`src/rtl/vn_vc_requester_pkg.sv`:
```
`default_nettype none
// ============================================================================
// Module      : vn_vc_requester_pkg
// Description : Shared injector definitions used by the VN x VC arbiter and
//               requester: lane count, index widths, lane-index formula and
//               the sticky error record.
// Revision    : 1.0 - initial release
// ============================================================================
package vn_vc_requester_pkg;

  // Ceiling log2, never below 1, so that a single-lane build still gets a
  // 1-bit lane index.
  function automatic int Log2(input int value);
    int r;
    r = 0;
    while ((1 << r) < value) r++;
    return (r == 0) ? 1 : r;
  endfunction

  // Total number of VN x VC lanes (N).
  function automatic int num_lanes(input int num_vn, input int num_vc);
    return num_vn * num_vc;
  endfunction

  // Flattened lane index; the arbiter uses the same ordering.
  function automatic int lane_idx(input int vn, input int vc, input int num_vc);
    return vn * num_vc + vc;
  endfunction

  // Sticky error flags; packs to err[1:0] on the bus.
  typedef struct packed {
    logic credit_ovf;     // [1] credit returned to a full counter
    logic illegal_grant;  // [0] multi-hot grant or grant without request
  } err_t;

endpackage : vn_vc_requester_pkg
`default_nettype wire

```
`src/rtl/vn_vc_requester_if.sv`:
```
`default_nettype none
// ============================================================================
// Module      : vn_vc_requester_if
// Description : Bundle of the requester's upstream, arbiter and downstream
//               signals.
//   in_valid  [N]            flit offered per lane
//   in_data   [N*FLIT_SIZE]  lane j at [j*FLIT_SIZE +: FLIT_SIZE]
//   in_ready  [N]            lane accepts a flit this cycle
//   req_out   [N]            request vector to the arbiter
//   grant_in  [N]            one-hot grant, same cycle as req_out
//   credit_in [N]            one downstream slot freed per pulse
//   flit_out  [FLIT_SIZE]    granted flit
//   flit_vld                 flit_out valid
//   flit_lane [BITS_N]       lane index of flit_out
//   err       [2]            sticky [0] illegal grant, [1] credit overflow
//   modport master : environment side (upstream, arbiter, downstream)
//   modport slave  : requester side
// Revision    : 1.0 - initial release
// ============================================================================
interface vn_vc_requester_if
  import vn_vc_requester_pkg::*;
#(
  parameter int NUM_VC    = 1,
  parameter int NUM_VN    = 3,
  parameter int FLIT_SIZE = 64
);
  localparam int N      = num_lanes(NUM_VN, NUM_VC);
  localparam int BITS_N = Log2(N);

  logic [N-1:0]           in_valid;
  logic [N*FLIT_SIZE-1:0] in_data;
  logic [N-1:0]           in_ready;
  logic [N-1:0]           req_out;
  logic [N-1:0]           grant_in;
  logic [N-1:0]           credit_in;
  logic [FLIT_SIZE-1:0]   flit_out;
  logic                   flit_vld;
  logic [BITS_N-1:0]      flit_lane;
  logic [1:0]             err;

  modport master (
    output in_valid, in_data, grant_in, credit_in,
    input  in_ready, req_out, flit_out, flit_vld, flit_lane, err
  );

  modport slave (
    input  in_valid, in_data, grant_in, credit_in,
    output in_ready, req_out, flit_out, flit_vld, flit_lane, err
  );

endinterface : vn_vc_requester_if
`default_nettype wire

```
`src/rtl/vn_vc_requester_onehot_enc_n.sv`:
```
`default_nettype none
// ============================================================================
// Module      : onehot_enc_n
// Description : N-bit one-hot to binary encoder with a legality flag.
//   onehot_i    [N]       one-hot (or all-zero) vector
//   bin_o       [BITS_N]  index of the set bit (0 when none set)
//   onehot_ok_o           high when at most one bit is set
// Revision    : 1.0 - initial release
// ============================================================================
module onehot_enc_n
  import vn_vc_requester_pkg::*;
#(
  parameter int N      = 3,
  parameter int BITS_N = 2
) (
  input  logic [N-1:0]      onehot_i,
  output logic [BITS_N-1:0] bin_o,
  output logic              onehot_ok_o
);

  logic seen_w;

  // OR of the indices of all set bits; exact whenever the input is one-hot.
  // A second set bit after the first clears the ok flag.
  always_comb begin
    seen_w      = 1'b0;
    bin_o       = '0;
    onehot_ok_o = 1'b1;
    for (int i = 0; i < N; i++) begin
      if (onehot_i[i]) begin
        if (seen_w) onehot_ok_o = 1'b0;
        seen_w = 1'b1;
        bin_o  = bin_o | BITS_N'(i);
      end
    end
  end

endmodule : onehot_enc_n
`default_nettype wire

```
`src/rtl/vn_vc_requester.sv`:
```
`default_nettype none
// ============================================================================
// Module      : vn_vc_requester
// Description : Requester side of the VN x VC fixed-priority arbitration
//               handshake. Stages one head flit per lane, requests while the
//               lane holds a flit and has credit, emits the granted flit one
//               cycle after the grant and keeps one credit counter per lane.
//   clk    : rising-edge clock
//   rst_n  : asynchronous assert, synchronous release, active-low reset
//   bus    : vn_vc_requester_if.slave (handshake, grant, credit, flit out)
// Revision    : 1.0 - initial release
// ============================================================================
module vn_vc_requester
  import vn_vc_requester_pkg::*;
#(
  parameter int NUM_VC    = 1,
  parameter int NUM_VN    = 3,
  parameter int FLIT_SIZE = 64,
  parameter int CREDITS   = 8
) (
  input  logic               clk,
  input  logic               rst_n,
  vn_vc_requester_if.slave   bus
);

  localparam int N       = num_lanes(NUM_VN, NUM_VC);
  localparam int BITS_N  = Log2(N);
  localparam int BITS_CR = Log2(CREDITS + 1);
  localparam logic [BITS_CR-1:0] c_cred_full = BITS_CR'(CREDITS);

  logic [N-1:0]         req;
  logic [N-1:0]         acc;
  logic [N-1:0]         in_ready;
  logic [N-1:0]         cred_ovf;
  logic [FLIT_SIZE-1:0] hold_data [N];

  logic                 grant_onehot_ok;
  logic                 grant_legal;
  logic [BITS_N-1:0]    grant_bin;
  logic [FLIT_SIZE-1:0] flit_mux;

  logic                 flit_vld_q;
  logic [FLIT_SIZE-1:0] flit_out_q;
  logic [BITS_N-1:0]    flit_lane_q;
  err_t                 err_q, err_d;

  // --------------------------------------------------------------------------
  // Grant legality: at most one bit set, and only on requesting lanes. An
  // illegal grant is dropped as a whole. When legal, acc equals grant_in, so
  // the encoder output is also the binary index of the accepted lane.
  // --------------------------------------------------------------------------
  onehot_enc_n #(
    .N      (N),
    .BITS_N (BITS_N)
  ) u_grant_enc (
    .onehot_i    (bus.grant_in),
    .bin_o       (grant_bin),
    .onehot_ok_o (grant_onehot_ok)
  );

  assign grant_legal = grant_onehot_ok & ~(|(bus.grant_in & ~req));
  assign acc         = grant_legal ? (bus.grant_in & req) : '0;

  // --------------------------------------------------------------------------
  // Per-lane staging register and credit counter
  // --------------------------------------------------------------------------
  for (genvar j = 0; j < N; j++) begin : g_lane
    logic                 hold_v_q, hold_v_d;
    logic [FLIT_SIZE-1:0] hold_data_q, hold_data_d;
    logic [BITS_CR-1:0]   cred_q, cred_d;
    logic                 ovf;

    // Request comes from registers only, so grant cannot loop back into it.
    assign req[j]       = hold_v_q & (cred_q != '0);
    // A granted lane may be refilled in the same cycle.
    assign in_ready[j]  = ~hold_v_q | acc[j];
    assign hold_data[j] = hold_data_q;
    assign cred_ovf[j]  = ovf;

    always_comb begin
      hold_v_d    = hold_v_q;
      hold_data_d = hold_data_q;
      if (bus.in_valid[j] && in_ready[j]) begin
        hold_v_d    = 1'b1;
        hold_data_d = bus.in_data[j*FLIT_SIZE +: FLIT_SIZE];
      end else if (acc[j]) begin
        hold_v_d    = 1'b0;
      end
    end

    // acc can only fire with a nonzero count, so the decrement never wraps.
    always_comb begin
      cred_d = cred_q;
      ovf    = 1'b0;
      case ({acc[j], bus.credit_in[j]})
        2'b10: cred_d = cred_q - BITS_CR'(1);
        2'b01: begin
          if (cred_q == c_cred_full) ovf    = 1'b1;
          else                       cred_d = cred_q + BITS_CR'(1);
        end
        default: cred_d = cred_q;
      endcase
    end

    always_ff @(posedge clk or negedge rst_n) begin
      if (!rst_n) begin
        hold_v_q    <= 1'b0;
        hold_data_q <= '0;
        cred_q      <= c_cred_full;
      end else begin
        hold_v_q    <= hold_v_d;
        hold_data_q <= hold_data_d;
        cred_q      <= cred_d;
      end
    end
  end : g_lane

  // --------------------------------------------------------------------------
  // Output stage: AND-OR select of the accepted lane's held flit.
  // --------------------------------------------------------------------------
  always_comb begin
    flit_mux = '0;
    for (int j = 0; j < N; j++) begin
      if (acc[j]) flit_mux = flit_mux | hold_data[j];
    end
  end

  always_comb begin
    err_d = err_q;
    if (!grant_legal) err_d.illegal_grant = 1'b1;
    if (|cred_ovf)    err_d.credit_ovf    = 1'b1;
  end

  // flit_out/flit_lane keep their last value when nothing is granted.
  always_ff @(posedge clk or negedge rst_n) begin
    if (!rst_n) begin
      flit_vld_q  <= 1'b0;
      flit_out_q  <= '0;
      flit_lane_q <= '0;
      err_q       <= '0;
    end else begin
      flit_vld_q <= |acc;
      err_q      <= err_d;
      if (|acc) begin
        flit_out_q  <= flit_mux;
        flit_lane_q <= grant_bin;
      end
    end
  end

  assign bus.in_ready  = in_ready;
  assign bus.req_out   = req;
  assign bus.flit_out  = flit_out_q;
  assign bus.flit_vld  = flit_vld_q;
  assign bus.flit_lane = flit_lane_q;
  assign bus.err       = err_q;

endmodule : vn_vc_requester
`default_nettype wire
```
`src/flat_wrapper.sv`:
```
// flat-port wrapper written by rule: the top's interface ports become plain ports
module vn_vc_requester_flat import vn_vc_requester_pkg::*;
#(
  parameter int NUM_VC    = 1,
  parameter int NUM_VN    = 3,
  parameter int FLIT_SIZE = 64,
  parameter int CREDITS   = 8
)
  (clk, rst_n, bus_in_valid, bus_in_data, bus_grant_in, bus_credit_in, bus_in_ready, bus_req_out, bus_flit_out, bus_flit_vld, bus_flit_lane, bus_err);
  vn_vc_requester_if #(.NUM_VC(NUM_VC), .NUM_VN(NUM_VN), .FLIT_SIZE(FLIT_SIZE)) bus_i ();
  input  logic clk;
  input  logic rst_n;
  input wire logic [$bits(bus_i.in_valid)-1:0] bus_in_valid;
  input wire logic [$bits(bus_i.in_data)-1:0] bus_in_data;
  input wire logic [$bits(bus_i.grant_in)-1:0] bus_grant_in;
  input wire logic [$bits(bus_i.credit_in)-1:0] bus_credit_in;
  output wire logic [$bits(bus_i.in_ready)-1:0] bus_in_ready;
  output wire logic [$bits(bus_i.req_out)-1:0] bus_req_out;
  output wire logic [$bits(bus_i.flit_out)-1:0] bus_flit_out;
  output wire logic [$bits(bus_i.flit_vld)-1:0] bus_flit_vld;
  output wire logic [$bits(bus_i.flit_lane)-1:0] bus_flit_lane;
  output wire logic [$bits(bus_i.err)-1:0] bus_err;
  assign bus_i.in_valid = bus_in_valid;
  assign bus_i.in_data = bus_in_data;
  assign bus_i.grant_in = bus_grant_in;
  assign bus_i.credit_in = bus_credit_in;
  assign bus_in_ready = bus_i.in_ready;
  assign bus_req_out = bus_i.req_out;
  assign bus_flit_out = bus_i.flit_out;
  assign bus_flit_vld = bus_i.flit_vld;
  assign bus_flit_lane = bus_i.flit_lane;
  assign bus_err = bus_i.err;
  vn_vc_requester #(.NUM_VC(NUM_VC), .NUM_VN(NUM_VN), .FLIT_SIZE(FLIT_SIZE), .CREDITS(CREDITS)) u_core (.clk(clk), .rst_n(rst_n), .bus(bus_i));
endmodule
```
`config.mk`:
```
export PLATFORM = sky130hd
export DESIGN_NAME = vn_vc_requester_flat
export DESIGN_NICKNAME = d
export VERILOG_FILES = /design/src/rtl/vn_vc_requester_pkg.sv /design/src/rtl/vn_vc_requester_if.sv /design/src/rtl/vn_vc_requester_onehot_enc_n.sv /design/src/rtl/vn_vc_requester.sv /design/src/flat_wrapper.sv
export SDC_FILE = /design/constraint.sdc
export NUM_CORES = 1
export LEC_CHECK = 0
export CAP_MARGIN = 25
export CORE_MARGIN = 2
export CORE_UTILIZATION = 50
export CTS_CLUSTER_DIAMETER = 50
export DETAILED_ROUTE_END_ITERATION = 7
export PLACE_DENSITY = 0.8
export SYNTH_ARGS = -nofsm -noshare
export SYNTH_HDL_FRONTEND = slang
export SYNTH_HIERARCHICAL = 1
export SYNTH_SLANG_ARGS = --single-unit
```
`constraint.sdc`:
```
create_clock -name clk -period 4.2 [get_ports clk]
set_input_delay 1.05 -clock clk [delete_from_list [all_inputs] [get_ports clk]]
set_output_delay 1.05 -clock clk [all_outputs]
set_load 0.01 [all_outputs]
```
==> metrics <==
Fin. Hold Viols=0; initial antenna violation count=1; drt wl/cell=20.5 um; Place WS=-0.0706 ns; mean area per synthesized cell=14.1 sq um; startpoint class of the critical path=input port; final net count=1306; number of synthesized flops with an enable pin=0; reg-to-reg slack, setup=around 1.3 ns; Top Ports=between 200 and 300; uppermost layer routed=met4; CP Capture Type=primary output; Initial Utilization=51.2%; Final period util=approximately 97%; reg2reg end=u_core/g_lane[0].cred_q[3]; core area=roughly 23000 sq um; worst stage delay on the critical path=0.54 ns; initial DRC count=672; # placed instances=1375; Hold Crit Depth=1; Synth Flop Type=dfrtp_1; Overall Global Routing Usage=23.7%; Final Max Tran Viols=0; first drt pass iteration count=6; max-slew headroom at the worst pin=49.8%; maxcap violations=0; largest net degree at the start of global routing=120; pwr dens=725 nW/um^2; Final setup viols=0; fin cells=1431; Worst-Margin Slew=0.752 ns; fin crit period=4.07 ns; Register-to-Register Path Depth=10; Mapped Cells=828; clk root buf=clkbuf_16; outcome=finished, final reports clean; Post-DRT Antenna Nets=0; # clock sinks=276; DRC=0; setup tns final=0 ns; vias post-DR=8339; clk_skew=approximately 0.024 ns; Hold Worst Slack=0.486 ns; CP cell instances=clkdlybuf4s50_1 > a21o_1 > o21ai_1 > buf_4 > and3_4 > and3_4 > nand2b_1 > clkdlybuf4s50_1; Layout area overhead=34.9%; CP Class=input port to primary output; grt total ovfl=0; Mapped Nets=1040; Vias/cell=5.83; DRT met1 WL=12200 um; Yosys cell types=51; Hold EP=u_core/bus.err[0]; vias in the first global route=8587; die area=~25000 sq um; HP Class=register to register; Fill cells=1628; worst setup margin=between 0.1 and 0.15 ns; Data required, critical path=between 3 and 4 ns; first-pass GRT wire length=46000 um; routability congestion estimate=0.814; LEAKAGE=6.54 nW; part of the Yosys area used for sequential elements=59.2%; Warnings, synthesis=6; WL met2=14000 um; f_max=0.246 GHz; Worst VDD drop=0.411 mV; hpwl dp=18800 um; TritonCTS Buffers=30; Synth Register Bits=276; # H-tree levels=1; Port Buf Inserts=277; num rows=55; share of cells above drive strength 1=24.8%; Post-Syn Area=between 10000 and 15000 sq um; Worst path slowest cell=clkdlybuf4s50_1; Clock transition at path regs=0.05 ns; total routed wirelength=slightly below 30000 um; Clock Path Buffers=3; Hold Startpoint=u_core/bus.err[0]; routed wl met3=2320 um; r2r startpoint=u_core/g_lane[2].cred_q[1]; CTS tree=done; height of the die=157 um; Worst-Skew Late Latency=0.55 ns; asr flop ratio synth=100%; unrepaired setup endpoints after global routing=no; Die X=between 150 and 200 um; crit-path max FO=3; crit path DAT=roughly 3.0 ns
## worst max-delay path by stage
stage,depth (start not counted),startpoint,endpoint
finish,8,bus_grant_in[2],bus_in_ready[1]
global route,8,bus_grant_in[2],bus_in_ready[1]
CTS,8,bus_grant_in[2],bus_in_ready[2]
detailed placement,8,bus_grant_in[0],bus_in_ready[0]
global placement,8,bus_grant_in[0],bus_in_ready[0]
floorplan,12,bus_grant_in[2],u_core/g_lane[0].cred_q[3]
## per-stage QoR
stage	power (mW)	util (%)	instance area [sq um]
3_5_place_dp	8.96	64.9	14800
2_1_floorplan	7.25	-	11700
6_report	11.4	69.1	15700
4_1_cts	11.5	69.1	15700
5_1_grt	12.1	69.1	15700
3_3_place_gp	8.78	64.9	14800
## area by class of cell
cell class / instances / area [sq um] / share of cell area (%)
Clock buffer: 45 / 888 / 5.64
Clock inverter: 10 / 67.6 / 0.429
Inverter: 11 / 41.3 / 0.262
Tap cell: 313 / 392 / 2.49
Antenna cell: 1 / 2.50 / 0.0159
Multi-Input combinational cell: 472 / 4370 / 27.7
Sequential cell: 276 / 6910 / 43.9
Timing Repair Buffer: 303 / 3070 / 19.5
## layout by cell type, fill, tap and decap left out, types with 4 or more instances in the layout
cell | netlist | layout
a21oi_1 | 50 | 50
o211ai_1 | 4 | 4
clkinv_2 | 0 | 4
nor4_1 | 48 | 48
inv_1 | 10 | 10
nand2_1 | 16 | 16
clkbuf_1 | 27 | 8
mux2_2 | 189 | 189
mux2i_1 | 5 | 5
clkbuf_8 | 0 | 6
a21o_1 | 7 | 7
a221o_1 | 17 | 17
nand2b_1 | 5 | 5
ha_1 | 6 | 6
buf_12 | 0 | 8
buf_4 | 3 | 18
clkbuf_16 | 0 | 31
dfrtp_1 | 273 | 273
clkdlybuf4s50_1 | 0 | 273
mux2_1 | 9 | 9
clkinvlp_4 | 0 | 4
nor3_1 | 4 | 4
a222oi_1 | 48 | 48
a22o_1 | 17 | 17
## synthesized netlist by cell type (4+ instances only)
master    instances  area share (%)
a22o_1           17             1.3
nand2b_1          5            0.27
buf_2            28             1.2
mux2_1            9            0.87
nor4_1           48             2.6
o211ai_1          4            0.26
inv_1            10            0.32
a222oi_1         48             4.1
a221o_1          17             1.5
buf_6             9            0.87
ha_1              6            0.64
mux2i_1           5            0.43
a21oi_1          50             2.1
clkbuf_1         27            0.87
nor3_1            4            0.17
nand2_1          16            0.51
mux2_2          189              18
dfrtp_1         273              59
a21o_1            7            0.45
## flip-flops by register name, summed over array words and instances (netlist names)
| name | cells |
|---|---|
| u_core/bus.flit_out | 64 |
| u_core/bus.flit_lane | 2 |
| u_core/g_lane.hold_v_q | 3 |
| u_core/bus.err | 2 |
| u_core/bus.flit_vld | 1 |
| u_core/g_lane.hold_data_q | 192 |
| u_core/g_lane.cred_q | 12 |
## where the power goes
group / switching [mW] / leakage, nW / total (mW) / internal (mW)
combinational: 1.76 / 2.82 / 4.12 / 2.35
clock: 1.03 / 0.459 / 2.49 / 1.46
sequential: 0.783 / 3.26 / 4.81 / 4.03
## worst max-delay path: cells and delay by family
kind            cells  cell delay (ns)
compound gates      2             0.30
buf+inv             3             1.13
simple gates        3             0.53
## per-layer routing
metal	up-vias	global-route usage [%]
met5	-	0
met1	4222	31.9
li1	3718	-
met2	336	37.6
met4	0	8.21
met3	63	6.01
## cell families after synthesis
group,count (synthesis),synth area share (%)
DFF,276,59.2
xor gates and xnor gates,6,0.450
adders and majority gates,9,1.16
buffers and inverters,80,3.55
and+or+nand+nor,93,4.97
muxes,203,19.5
AOI/OAI and AO/OA,161,11.1
## what timing repair did
action / in CTS / in global routing
hold buffers: 0 / 0
setup buffers: 0 / 0
hold endpoints to repair: 0 / 0
endpoints found under the setup margin: 2 / 1
gates resized for setup: 3 / 1
No activity file was read; power rests on OpenSTA's default activity.
